===== src/rtl/dccm_arb_if.sv =====
`default_nettype none
// +--------------------------------------------------------------------------+
// | dccm_arb_if : LSU / DMA requester, DCCM and finish signals of dccm_arb  |
// | Revision    : 1.0                                                       |
// +--------------------------------------------------------------------------+
interface dccm_arb_if #(
   parameter int XLEN = 32
) ();
   logic            lsu_req;
   logic            lsu_we;
   logic [XLEN-1:0] lsu_addr;
   logic [XLEN-1:0] lsu_wdata;
   logic [3:0]      lsu_wstrb;
   logic            lsu_gnt;
   logic            lsu_rvalid;
   logic [XLEN-1:0] lsu_rdata;

   logic            dma_req;
   logic            dma_we;
   logic [XLEN-1:0] dma_addr;
   logic [XLEN-1:0] dma_wdata;
   logic [3:0]      dma_wstrb;
   logic            dma_gnt;
   logic            dma_rvalid;
   logic [XLEN-1:0] dma_rdata;

   logic            dccm_en;
   logic            dccm_wen;
   logic [XLEN-1:0] dccm_addr;
   logic [XLEN-1:0] dccm_wdata;
   logic [3:0]      dccm_wstrb;
   logic [XLEN-1:0] dccm_rdata;

   logic            finish;

   // Arbiter side
   modport slave (
      input  lsu_req, lsu_we, lsu_addr, lsu_wdata, lsu_wstrb,
      output lsu_gnt, lsu_rvalid, lsu_rdata,
      input  dma_req, dma_we, dma_addr, dma_wdata, dma_wstrb,
      output dma_gnt, dma_rvalid, dma_rdata,
      output dccm_en, dccm_wen, dccm_addr, dccm_wdata, dccm_wstrb,
      input  dccm_rdata,
      output finish
   );

   // Requester / memory side
   modport master (
      output lsu_req, lsu_we, lsu_addr, lsu_wdata, lsu_wstrb,
      input  lsu_gnt, lsu_rvalid, lsu_rdata,
      output dma_req, dma_we, dma_addr, dma_wdata, dma_wstrb,
      input  dma_gnt, dma_rvalid, dma_rdata,
      input  dccm_en, dccm_wen, dccm_addr, dccm_wdata, dccm_wstrb,
      output dccm_rdata,
      input  finish
   );
endinterface
`default_nettype wire


===== src/rtl/dccm_arb.sv =====
`default_nettype none
// +--------------------------------------------------------------------------+
// | dccm_arb : LSU/DMA arbiter for the DCCM with DMA anti-starvation and    |
// |            an MMIO finish-address trap. Revision : 1.0                  |
// +--------------------------------------------------------------------------+
module dccm_arb #(
   parameter int              XLEN         = 32,
   parameter int              STARVE_LIMIT = 8,
   parameter logic [XLEN-1:0] FINISH_ADDR  = XLEN'(32'h1000_0000)
) (
   input logic       clk,
   input logic       rst,
   dccm_arb_if.slave bus
);

   typedef enum logic [0:0] {
      ST_NORM  = 1'b0,
      ST_FORCE = 1'b1
   } state_e;

   localparam logic [8:0] c_limit = 9'(STARVE_LIMIT);

   state_e     state_q;
   logic [7:0] starve_cnt_q;
   logic [7:0] starve_cnt_d;
   logic       rd_pending_q;
   logic       rd_owner_q;   // 1 = DMA owns the outstanding read
   logic       finish_q;

   logic            w_lsu_gnt;
   logic            w_dma_gnt;
   logic            w_any_gnt;
   logic            w_win_we;
   logic [XLEN-1:0] w_win_addr;
   logic [XLEN-1:0] w_win_wdata;
   logic [3:0]      w_win_wstrb;
   logic            w_finish_hit;
   logic            w_dccm_en;
   logic [8:0]      w_starve_next;
   logic            w_dma_wait;
   logic            w_starve_hit;
   logic            w_lsu_rvalid;
   logic            w_dma_rvalid;

   always_comb begin
      w_lsu_gnt = 1'b0;
      w_dma_gnt = 1'b0;
      if (!rst) begin
         if (state_q == ST_FORCE) begin
            w_dma_gnt = bus.dma_req;
            w_lsu_gnt = bus.lsu_req & ~bus.dma_req;
         end else begin
            w_lsu_gnt = bus.lsu_req;
            w_dma_gnt = bus.dma_req & ~bus.lsu_req;
         end
      end
   end

   assign w_any_gnt = w_lsu_gnt | w_dma_gnt;

   always_comb begin
      w_win_we    = 1'b0;
      w_win_addr  = '0;
      w_win_wdata = '0;
      w_win_wstrb = '0;
      if (w_dma_gnt) begin
         w_win_we    = bus.dma_we;
         w_win_addr  = bus.dma_addr;
         w_win_wdata = bus.dma_wdata;
         w_win_wstrb = bus.dma_wstrb;
      end else if (w_lsu_gnt) begin
         w_win_we    = bus.lsu_we;
         w_win_addr  = bus.lsu_addr;
         w_win_wdata = bus.lsu_wdata;
         w_win_wstrb = bus.lsu_wstrb;
      end
   end

   // A write to the finish address is acknowledged but never reaches the DCCM
   assign w_finish_hit = w_any_gnt & w_win_we & (w_win_addr == FINISH_ADDR);
   assign w_dccm_en    = w_any_gnt & ~w_finish_hit;

   assign bus.lsu_gnt    = w_lsu_gnt;
   assign bus.dma_gnt    = w_dma_gnt;
   assign bus.dccm_en    = w_dccm_en;
   assign bus.dccm_wen   = w_dccm_en & w_win_we;
   assign bus.dccm_addr  = w_win_addr;
   assign bus.dccm_wdata = w_win_wdata;
   assign bus.dccm_wstrb = w_win_wstrb;

   assign w_dma_wait    = bus.dma_req & ~w_dma_gnt;
   assign w_starve_next = {1'b0, starve_cnt_q} + 9'd1;
   assign w_starve_hit  = w_dma_wait & (w_starve_next == c_limit);
   assign starve_cnt_d  = w_dma_wait ? w_starve_next[7:0] : 8'd0;

   always_ff @(posedge clk) begin
      if (rst) begin
         state_q      <= ST_NORM;
         starve_cnt_q <= 8'd0;
         rd_pending_q <= 1'b0;
         rd_owner_q   <= 1'b0;
         finish_q     <= 1'b0;
      end else begin
         starve_cnt_q <= starve_cnt_d;
         rd_pending_q <= w_any_gnt & ~w_win_we;
         rd_owner_q   <= w_dma_gnt;
         if (w_finish_hit) begin
            finish_q <= 1'b1;
         end
         case (state_q)
            ST_NORM: begin
               if (w_starve_hit) begin
                  state_q <= ST_FORCE;
               end
            end
            ST_FORCE: begin
               if (w_dma_gnt || !bus.dma_req) begin
                  state_q <= ST_NORM;
               end
            end
            default: state_q <= ST_NORM;
         endcase
      end
   end

   // Gating with rst drops a response whose read was granted just before reset
   assign w_lsu_rvalid   = rd_pending_q & ~rd_owner_q & ~rst;
   assign w_dma_rvalid   = rd_pending_q &  rd_owner_q & ~rst;
   assign bus.lsu_rvalid = w_lsu_rvalid;
   assign bus.dma_rvalid = w_dma_rvalid;
   assign bus.lsu_rdata  = w_lsu_rvalid ? bus.dccm_rdata : '0;
   assign bus.dma_rdata  = w_dma_rvalid ? bus.dccm_rdata : '0;
   assign bus.finish     = finish_q;

endmodule
`default_nettype wire


===== src/flat_wrapper.sv =====
// flat-port wrapper written by rule: the top's interface ports become plain ports
module dccm_arb_flat 
#(
   parameter int              XLEN         = 32,
   parameter int              STARVE_LIMIT = 8,
   parameter logic [XLEN-1:0] FINISH_ADDR  = XLEN'(32'h1000_0000)
)
  (clk, rst, bus_lsu_req, bus_lsu_we, bus_lsu_addr, bus_lsu_wdata, bus_lsu_wstrb, bus_lsu_gnt, bus_lsu_rvalid, bus_lsu_rdata, bus_dma_req, bus_dma_we, bus_dma_addr, bus_dma_wdata, bus_dma_wstrb, bus_dma_gnt, bus_dma_rvalid, bus_dma_rdata, bus_dccm_en, bus_dccm_wen, bus_dccm_addr, bus_dccm_wdata, bus_dccm_wstrb, bus_dccm_rdata, bus_finish);
  dccm_arb_if #(.XLEN(XLEN)) bus_i ();
  input logic clk;
  input logic rst;
  input wire logic [$bits(bus_i.lsu_req)-1:0] bus_lsu_req;
  input wire logic [$bits(bus_i.lsu_we)-1:0] bus_lsu_we;
  input wire logic [$bits(bus_i.lsu_addr)-1:0] bus_lsu_addr;
  input wire logic [$bits(bus_i.lsu_wdata)-1:0] bus_lsu_wdata;
  input wire logic [$bits(bus_i.lsu_wstrb)-1:0] bus_lsu_wstrb;
  output wire logic [$bits(bus_i.lsu_gnt)-1:0] bus_lsu_gnt;
  output wire logic [$bits(bus_i.lsu_rvalid)-1:0] bus_lsu_rvalid;
  output wire logic [$bits(bus_i.lsu_rdata)-1:0] bus_lsu_rdata;
  input wire logic [$bits(bus_i.dma_req)-1:0] bus_dma_req;
  input wire logic [$bits(bus_i.dma_we)-1:0] bus_dma_we;
  input wire logic [$bits(bus_i.dma_addr)-1:0] bus_dma_addr;
  input wire logic [$bits(bus_i.dma_wdata)-1:0] bus_dma_wdata;
  input wire logic [$bits(bus_i.dma_wstrb)-1:0] bus_dma_wstrb;
  output wire logic [$bits(bus_i.dma_gnt)-1:0] bus_dma_gnt;
  output wire logic [$bits(bus_i.dma_rvalid)-1:0] bus_dma_rvalid;
  output wire logic [$bits(bus_i.dma_rdata)-1:0] bus_dma_rdata;
  output wire logic [$bits(bus_i.dccm_en)-1:0] bus_dccm_en;
  output wire logic [$bits(bus_i.dccm_wen)-1:0] bus_dccm_wen;
  output wire logic [$bits(bus_i.dccm_addr)-1:0] bus_dccm_addr;
  output wire logic [$bits(bus_i.dccm_wdata)-1:0] bus_dccm_wdata;
  output wire logic [$bits(bus_i.dccm_wstrb)-1:0] bus_dccm_wstrb;
  input wire logic [$bits(bus_i.dccm_rdata)-1:0] bus_dccm_rdata;
  output wire logic [$bits(bus_i.finish)-1:0] bus_finish;
  assign bus_i.lsu_req = bus_lsu_req;
  assign bus_i.lsu_we = bus_lsu_we;
  assign bus_i.lsu_addr = bus_lsu_addr;
  assign bus_i.lsu_wdata = bus_lsu_wdata;
  assign bus_i.lsu_wstrb = bus_lsu_wstrb;
  assign bus_lsu_gnt = bus_i.lsu_gnt;
  assign bus_lsu_rvalid = bus_i.lsu_rvalid;
  assign bus_lsu_rdata = bus_i.lsu_rdata;
  assign bus_i.dma_req = bus_dma_req;
  assign bus_i.dma_we = bus_dma_we;
  assign bus_i.dma_addr = bus_dma_addr;
  assign bus_i.dma_wdata = bus_dma_wdata;
  assign bus_i.dma_wstrb = bus_dma_wstrb;
  assign bus_dma_gnt = bus_i.dma_gnt;
  assign bus_dma_rvalid = bus_i.dma_rvalid;
  assign bus_dma_rdata = bus_i.dma_rdata;
  assign bus_dccm_en = bus_i.dccm_en;
  assign bus_dccm_wen = bus_i.dccm_wen;
  assign bus_dccm_addr = bus_i.dccm_addr;
  assign bus_dccm_wdata = bus_i.dccm_wdata;
  assign bus_dccm_wstrb = bus_i.dccm_wstrb;
  assign bus_i.dccm_rdata = bus_dccm_rdata;
  assign bus_finish = bus_i.finish;
  dccm_arb #(.XLEN(XLEN), .STARVE_LIMIT(STARVE_LIMIT), .FINISH_ADDR(FINISH_ADDR)) u_core (.clk(clk), .rst(rst), .bus(bus_i));
endmodule

===== config.mk =====
export PLATFORM = sky130hd
export DESIGN_NAME = dccm_arb_flat
export DESIGN_NICKNAME = d
export VERILOG_FILES = /design/src/rtl/dccm_arb_if.sv /design/src/rtl/dccm_arb.sv /design/src/flat_wrapper.sv
export SDC_FILE = /design/constraint.sdc
export NUM_CORES = 1
export LEC_CHECK = 0
export BUFFER_PORTS_ARGS = -buffer_cell sky130_fd_sc_hd__buf_4
export CAP_MARGIN = 10
export CORE_AREA = 2 2 121 123
export DETAILED_ROUTE_END_ITERATION = 6
export DIE_AREA = 0 0 123 125
export PLACE_DENSITY = 0.46
export SYNTH_ARGS = -nofsm -noshare
export SYNTH_HDL_FRONTEND = slang
export SYNTH_SLANG_ARGS = --single-unit

===== constraint.sdc =====
create_clock -name clk -period 2.4 [get_ports clk]
set_input_delay 0.12 -clock clk [delete_from_list [all_inputs] [get_ports clk]]
set_output_delay 0.12 -clock clk [all_outputs]
set_load 0.005 [all_outputs]

==> key figures, run 1 <==
Clock tree
  • Source-to-sink clock delay at the later pin of the worst-skew pair: between 0.2 and 0.25 ns
  • Longest Clk Path Bufs: 2
  • Count of H-tree levels built during CTS: 1
  • Number of CTS-inserted buffers: 3
  • Hold-fix buffer count after cts: 0
  • Total setup buffers inserted after CTS: 0
  • Clock-pin transition on the worst setup and hold timing paths: about 0.04 ns
  • Buffer cell driving the clock tree root: clkbuf_16
  • Clock tree from TritonCTS: built
  • Number of resized instances in the post-cts repair step: 0
  • Count of clock tree sinks: 12

Min path
  • Number of cells on the worst hold path: 3
  • Min-delay worst type: input port to flop
  • Hold path endpoint: u_core.rd_owner_q
  • Startpoint of the lowest-slack hold path: bus_dma_req

Power
  • Final Power: 1070 uW
  • Leak Pwr: approximately 0.0023 uW
  • Share of total power consumed by net switching: 0.272
  • Internal power component: roughly 780 uW
  • Power density over cell area: about 240 nW/um^2
  • Peak supply drop: about 0.22 mV
  • Switching pwr: ~290 uW
  • Reg power frac: 0.191
  • Clock network power share: 0.273
  • Part of the power in combinational logic: 0.536

STA
  • Post-route worst hold slack: approximately 0.23 ns
  • Max_slew headroom: 0.657
  • Post-route clock period utilization: 0.882
  • Max Slew Vio Count: 0
  • Setup TNS after final layout: 0 ns
  • Achievable frequency: roughly 470 MHz
  • Number of endpoints failing setup at the final stage: 0
  • Post-route clock skew: between 0.0006 and 0.0007 ns
  • Final Hold Fails: 0
  • Actual transition at the worst max-transition pin: 0.514 ns
  • Setup repair after global routing missed its margin: no
  • Minimum clock period after layout: 2.12 ns

GRT
  • Pin count of the biggest net entering global routing: between 40 and 50
  • Global route overflow: 0
  • Vias in the first global route: between 2000 and 3000
  • Overall fraction of global-route tracks in use: 0.139
  • Antenna violations before repair: 0
  • Global-route wire length before repair: between 15 and 20 mm

Placement
  • Gp weighted congestion: 0.808
  • Post-detail-place hpwl: 10.3 mm
  • Number of I/O port buffers: 312

Drt
  • Wire per inst: 16.6 um
  • Length of routed met3 wiring: 986 um
  • Iter 0 DRT Violations: 90
  • Routed vias/inst: about 4.3
  • Count of antenna-violating nets left after detailed routing: 0
  • Highest routed metal layer: met4
  • 1st-pass router iterations: 4
  • DR vias: around 3100
  • WL met2: 6.09 mm
  • Wire length after detailed routing: 12.1 mm
  • Met1 Routed Length: 4.78 mm
  • Number of DRC violations after detailed routing: 0

Critical path
  • Critical R2R Capture: u_core.bus.finish
  • Endpoint class of the critical path: output port
  • Start-to-end type of the worst setup path: flop to output port
  • Maximum fanout along the worst path: 7
  • Arrival time at the worst endpoint: roughly 2 ns
  • Critical Path Source Type: flop
  • Setup slack on the worst flop-to-flop path: slightly below 0.7 ns
  • Origin of the critical flop-to-flop path: u_core.state_q
  • Critical Path RT: 2.28 ns
  • Number of cell instances on the worst register-to-register path: 5

Floorplan
  • Die area: 15400 um^2
  • Core Footprint: around 14000 um^2
  • Row cnt: 44
  • Die Ht: between 100 and 150 um
  • I/O Pins: ~310
  • Die width: between 100 and 150 um
  • Initial cell density of the core: 0.128

Cells and area
  • Post-layout nets: just over 700
  • Area growth syn-to-layout: 142%
  • Ant. Diodes: 0
  • Layout filler cell count: 1558
  • Fraction of final layout cells sized beyond drive strength 1: 0.606
  • Post-layout util: 0.311

Synth
  • Dominant cells by area after synthesis: a22o_1 (31%), and2_1 (22%), dfxtp_1 (13%)
  • Sequential area share after synthesis: 0.132
  • Yosys synthesis warning count: 0
  • Post-Synthesis Net Count: 420
  • Number of different library cells in the post-synthesis netlist: 40
  • Syn Inst Count: ~250
  • Mean Syn Cell Area: between 7 and 8 um^2
  • Post-synthesis instance area: 1820 um^2
  • Largest area contributor in the netlist: a22o_1
  • Area share of the largest cell type after synthesis: 0.308
  • Synthesized flop and latch total: 12

Outcome
  • Run status: finished, final reports clean

Run
  • Max-cap violation count: 0
## through the flow
stage	worst slack (ns)	instance area, um^2	instances
after floorplan	0.853	1820	245
after global placement	0.552	4340	724
after detailed placement	0.536	4340	724
after CTS	0.275	4420	727
after global routing	0.0941	4420	727
final	0.284	4420	727
## power groups by stage
stage / combinational [uW] / clock [uW] / sequential [uW]
floorplan: 160 / 0 / 208
global placement: 579 / 0 / 208
detailed placement: 581 / 0 / 208
CTS: 582 / 302 / 205
global route: 620 / 316 / 205
finish: 576 / 293 / 205
## worst max path at each step
| stage | cells past startpoint | end | start | slack [ns] |
|---|---|---|---|---|
| finish | 6 | bus_dccm_wen | u_core.state_q | 0.28 |
| global route | 6 | bus_dccm_wen | u_core.state_q | 0.09 |
| CTS | 6 | bus_dccm_wen | u_core.state_q | 0.28 |
| detailed placement | 6 | bus_dccm_wen | u_core.state_q | 0.54 |
| global placement | 8 | bus_dccm_wen | bus_lsu_addr[4] | 0.55 |
| floorplan | 7 | bus_dccm_wen | u_core.state_q | 0.85 |
## state kept, by name, summed over array words and instances, names as in the netlist
signal,count
u_core.bus.finish,1
u_core.rd_owner_q,1
u_core.rd_pending_q,1
u_core.starve_cnt_q,8
u_core.state_q,1
## cell usage after synthesis
master / number
a32oi_1: 4
a31o_2: 1
nand4_1: 2
nor3_1: 1
and2b_2: 1
nor2b_1: 1
nand2_1: 4
nand2_2: 1
xor2_1: 2
o21bai_1: 1
nor3b_1: 1
and2_1: 64
a22o_1: 64
xnor2_1: 1
a21o_1: 1
o21ai_0: 4
inv_1: 1
or3_1: 3
a2111oi_4: 1
buf_1: 6
or2_2: 1
o31ai_1: 1
and2b_1: 1
clkbuf_1: 9
dfxtp_1: 12
a21oi_1: 5
nor4_1: 14
buf_4: 1
and3b_1: 1
nand2b_1: 2
nor2_1: 14
buf_6: 1
a21boi_2: 1
o21ba_1: 1
ha_1: 1
nand3_1: 7
o21a_1: 1
buf_2: 6
nand4b_1: 1
and3_1: 1
## layout make-up
class	instances	area [um^2]	area share
Timing Repair Buffer	318	2390	0.541
Clock buffer	3	75.1	0.0170
Multi-Input combinational cell	209	1480	0.335
Inverter	1	3.75	0.000850
Sequential cell	12	240	0.0544
Tap cell	184	230	0.0521
## per-layer routing
layer,track usage,vias to the layer above
li1,-,1524
met1,0.170,1449
met2,0.249,125
met3,0.0265,16
met4,0.0287,0
met5,0,-
## critical path: stages, from the launching register on
cell and delay (ns):
dfxtp_1 0.32, nand2b_1 0.23, a32oi_1 0.39, nand3_1 0.20, a2111oi_4 0.37, nor4_1 0.09
buf_4 0.16
## cells by family (layout without fill, tap and decap cells)
kind of cell / after synthesis / in the layout / share of synthesized area
AOI/OAI and AO/OA: 85 / 85 / 0.400
xor gates and xnor gates: 3 / 3 / 0.0144
and+or+nand+nor: 120 / 120 / 0.387
adders and majority gates: 1 / 1 / 0.00687
DFF: 12 / 12 / 0.132
buffers and inverters: 24 / 322 / 0.0598
## placed cells by master (no fill, tap or decap), drive strengths merged, types with 2 or more instances in the layout
master and instances:
nand2 5, and2b 2, buf 318, o21ai 4, clkbuf 3, a32oi 4
nor2 14, a22o 64, nand3 7, and2 64, nand2b 2, dfxtp 12
nor4 14, xor2 2, nand4 2, a21oi 5, or3 3
(Power assumes the default switching activity.)
==> run 2, diff against run 1 <==
Settings changed: SETUP_SLACK_MARGIN from default to 0.5.
==> key figures, run 2 (synthesis results as in run 1) <==
Critical path
  • Critical Path Source Type: flop
  • Worst-path cell with the longest stage delay: a2111oi_4
  • Critical Path RT: 2.28 ns (about the same)
  • Origin of the critical flop-to-flop path: u_core.state_q
  • Kind of cell with the highest combined delay on the critical path: compound AO/OA/AOI/OAI gates
  • Count of buffer and inverter cells on the critical path: 1 (unchanged)
  • Setup crit start: u_core.state_q
  • Sequence of cells on the critical path: a21boi_4, and2b_2, nand2_2, o21a_1, a2111oi_4, nor2_1, buf_4
  • Endpoint class of the critical path: output port
  • Delay of the slowest cell on the worst path: 0.41 ns (+0.02 ns)
  • Maximum fanout along the worst path: 4 (-3)
  • Start-to-end type of the worst setup path: flop to output port
  • Arrival time at the worst endpoint: 1.90 ns (-0.10 ns)

GRT
  • Global route overflow: 0 (unchanged)
  • Global-route wire length before repair: 17.0 mm (+1.7%)
  • Antenna violations before repair: 0 (unchanged)
  • Pin count of the biggest net entering global routing: 49 (unchanged)
  • Vias in the first global route: 2964 (+1.3%)
  • Overall fraction of global-route tracks in use: 0.141 (+0.00242)

STA
  • Post-route clock skew: 0.00179 ns (+0.00116 ns)
  • Final Hold Fails: 0 (unchanged)
  • Achievable frequency: 494 MHz (+4.6%)
  • Minimum clock period after layout: 2.02 ns (-0.0930 ns)
  • Setup TNS after final layout: 0 ns (unchanged)
  • Max_slew headroom: 0.732 (+0.0746)
  • Max Slew Vio Count: 0 (unchanged)
  • Actual transition at the worst max-transition pin: 0.398 ns (-0.116 ns)
  • Post-route clock period utilization: 0.843 (-0.0388)
  • Number of endpoints failing setup at the final stage: 0 (unchanged)
  • Setup repair after global routing missed its margin: yes

Placement
  • Gp weighted congestion: 0.808 (unchanged)
  • Post-Place Cell Area: 4340 um^2 (unchanged)
  • Post-detail-place hpwl: 10.3 mm (unchanged)
  • Cell count after placement: 724 (unchanged)
  • Number of I/O port buffers: 312 (unchanged)

Clock tree
  • Count of clock tree sinks: 12 (unchanged)
  • Longest Clk Path Bufs: 2 (unchanged)
  • Number of CTS-inserted buffers: 3 (unchanged)
  • Hold-fix buffer count after cts: 0 (unchanged)
  • Clock-pin transition on the worst setup and hold timing paths: 0.04 ns (about the same)
  • Count of H-tree levels built during CTS: 1 (unchanged)
  • Buffer cell driving the clock tree root: clkbuf_16
  • Clock tree from TritonCTS: built
  • Source-to-sink clock delay at the later pin of the worst-skew pair: 0.23 ns (about the same)

Run
  • Max-cap violation count: 0 (unchanged)

Min path
  • Min-delay worst type: input port to flop
  • Startpoint of the lowest-slack hold path: bus_dma_req

Drt
  • Iter 0 DRT Violations: 77 (-14%)
  • 1st-pass router iterations: 4 (unchanged)
  • Wire length after detailed routing: 12.3 mm (+1.9%)
  • Number of DRC violations after detailed routing: 0 (unchanged)
  • Wire per inst: 16.7 um (+0.89%)
  • Routed vias/inst: 4.29 (+0.25%)
  • DR vias: 3152 (+1.2%)
  • Count of antenna-violating nets left after detailed routing: 0 (unchanged)

Cells and area
  • Most frequent standard cell in the layout excluding fill and tap cells: buf_4
  • Area taken by flip-flops and latches: 241 um^2 (+0.52%)
  • Ant. Diodes: 0 (unchanged)
  • Leading cell types in the layout, fill and taps excluded: buf_4 (323), a22o_1 (64), and2_1 (64), nor2_1 (13), nor4_1 (13)
  • Final instance area: 4570 um^2 (+3.4%)
  • Area of the multi-input gates: 1550 um^2 (+4.9%)
  • Fraction of final layout cells sized beyond drive strength 1: 0.629 (+0.0232)
  • Flip-flop count of the largest register after layout: 8 (unchanged)
  • Post-layout nets: 727 (+0.97%)
  • Area growth syn-to-layout: 151%
  • Final Non-Filler Cells: 734 (+0.96%)
  • Post-layout util: 0.322 (+0.0107)
  • Layout filler cell count: 1541 (-1.1%)
  • Register with the highest flop count: u_core.starve_cnt_q

Floorplan
  • Core Footprint: 14200 um^2 (unchanged)
  • Row cnt: 44 (unchanged)
  • Die width: 123 um (unchanged)
  • Die Ht: 125 um (unchanged)
  • Die area: 15400 um^2 (unchanged)
  • Initial cell density of the core: 0.128 (unchanged)
  • I/O Pins: 313 (unchanged)

Outcome
  • Run status: finished, final reports clean

Power
  • Peak supply drop: 0.212 mV (-5.6%)
  • Final Power: 1100 uW (+2.5%)
  • Leak Pwr: 0.00238 uW (+2.6%)
  • Power density over cell area: 241 nW/um^2 (-0.86%)
-- run 2: cell count changes in the layout (fill, tap and decap cells not counted), moves of 2 or more --
cell     delta
a32oi_1     -4
a32oi_2     +4
buf_4       +5
buf_12      +2
-- run 2: worst register-to-register path, stage by stage, from the launching register on --
cell and delay (ns):
dfxtp_2 0.33, a21boi_4 0.18, and2b_2 0.23, nand2_2 0.07, o21a_1 0.19, a2111oi_4 0.41, o21ba_1 0.17
-- run 2: final timing paths --
check	end	slack, ns	depth (start not counted)
worst min-delay path	u_core.rd_owner_q	0.25	3
worst min register to register	u_core.starve_cnt_q[0]	0.47	1
worst max-delay path	bus_dccm_en	0.38	7
worst max register to register	u_core.bus.finish	0.76	6
-- run 2: cell type report --
type	instances	share of cell area
flip-flops and latches	12	0.0529
multi-input cells	209	0.340
inverters	1	0.000822
clock buffers	3	0.0164
well taps	184	0.0504
repair buffers	325	0.540
-- run 2: stage by stage --
| step | setup slack [ns] | hold slack (ns) |
|---|---|---|
| after detailed placement | 0.536 | 0.469 |
| after global placement | 0.552 | 0.460 |
| after floorplan | 0.853 | 0.283 |
| after CTS | 0.320 | 0.245 |
| final | 0.377 | 0.250 |
| after global routing | 0.265 | 0.259 |
-- run 2: metal layers --
| metal | GRT usage | wire length (um) | part of all wire | up-vias |
|---|---|---|---|---|
| li1 | - | - | - | 1535 |
| met1 | 0.174 | 4870 | 0.40 | 1480 |
| met3 | 0.0278 | 970 | 0.079 | 14 |
| met4 | 0.0267 | 177 | 0.014 | 0 |
| met2 | 0.253 | 6270 | 0.51 | 123 |
| met5 | 0 | 0 | 0 | - |
-- run 2: timing repair --
item	CTS	global route
gates resized for setup	10	11
hold endpoints to repair	0	0
pin swaps	4	3
setup buffers	4	3
setup endpoints to repair	50	49
-- run 2: power breakdown --
part	switching [uW]	leakage, uW	internal (uW)	total (uW)
combinational	223	0.00224	380	603
clock	77.1	0.0000370	216	293
sequential	2.14	0.0000978	203	205
total	302	0.00238	800	1100
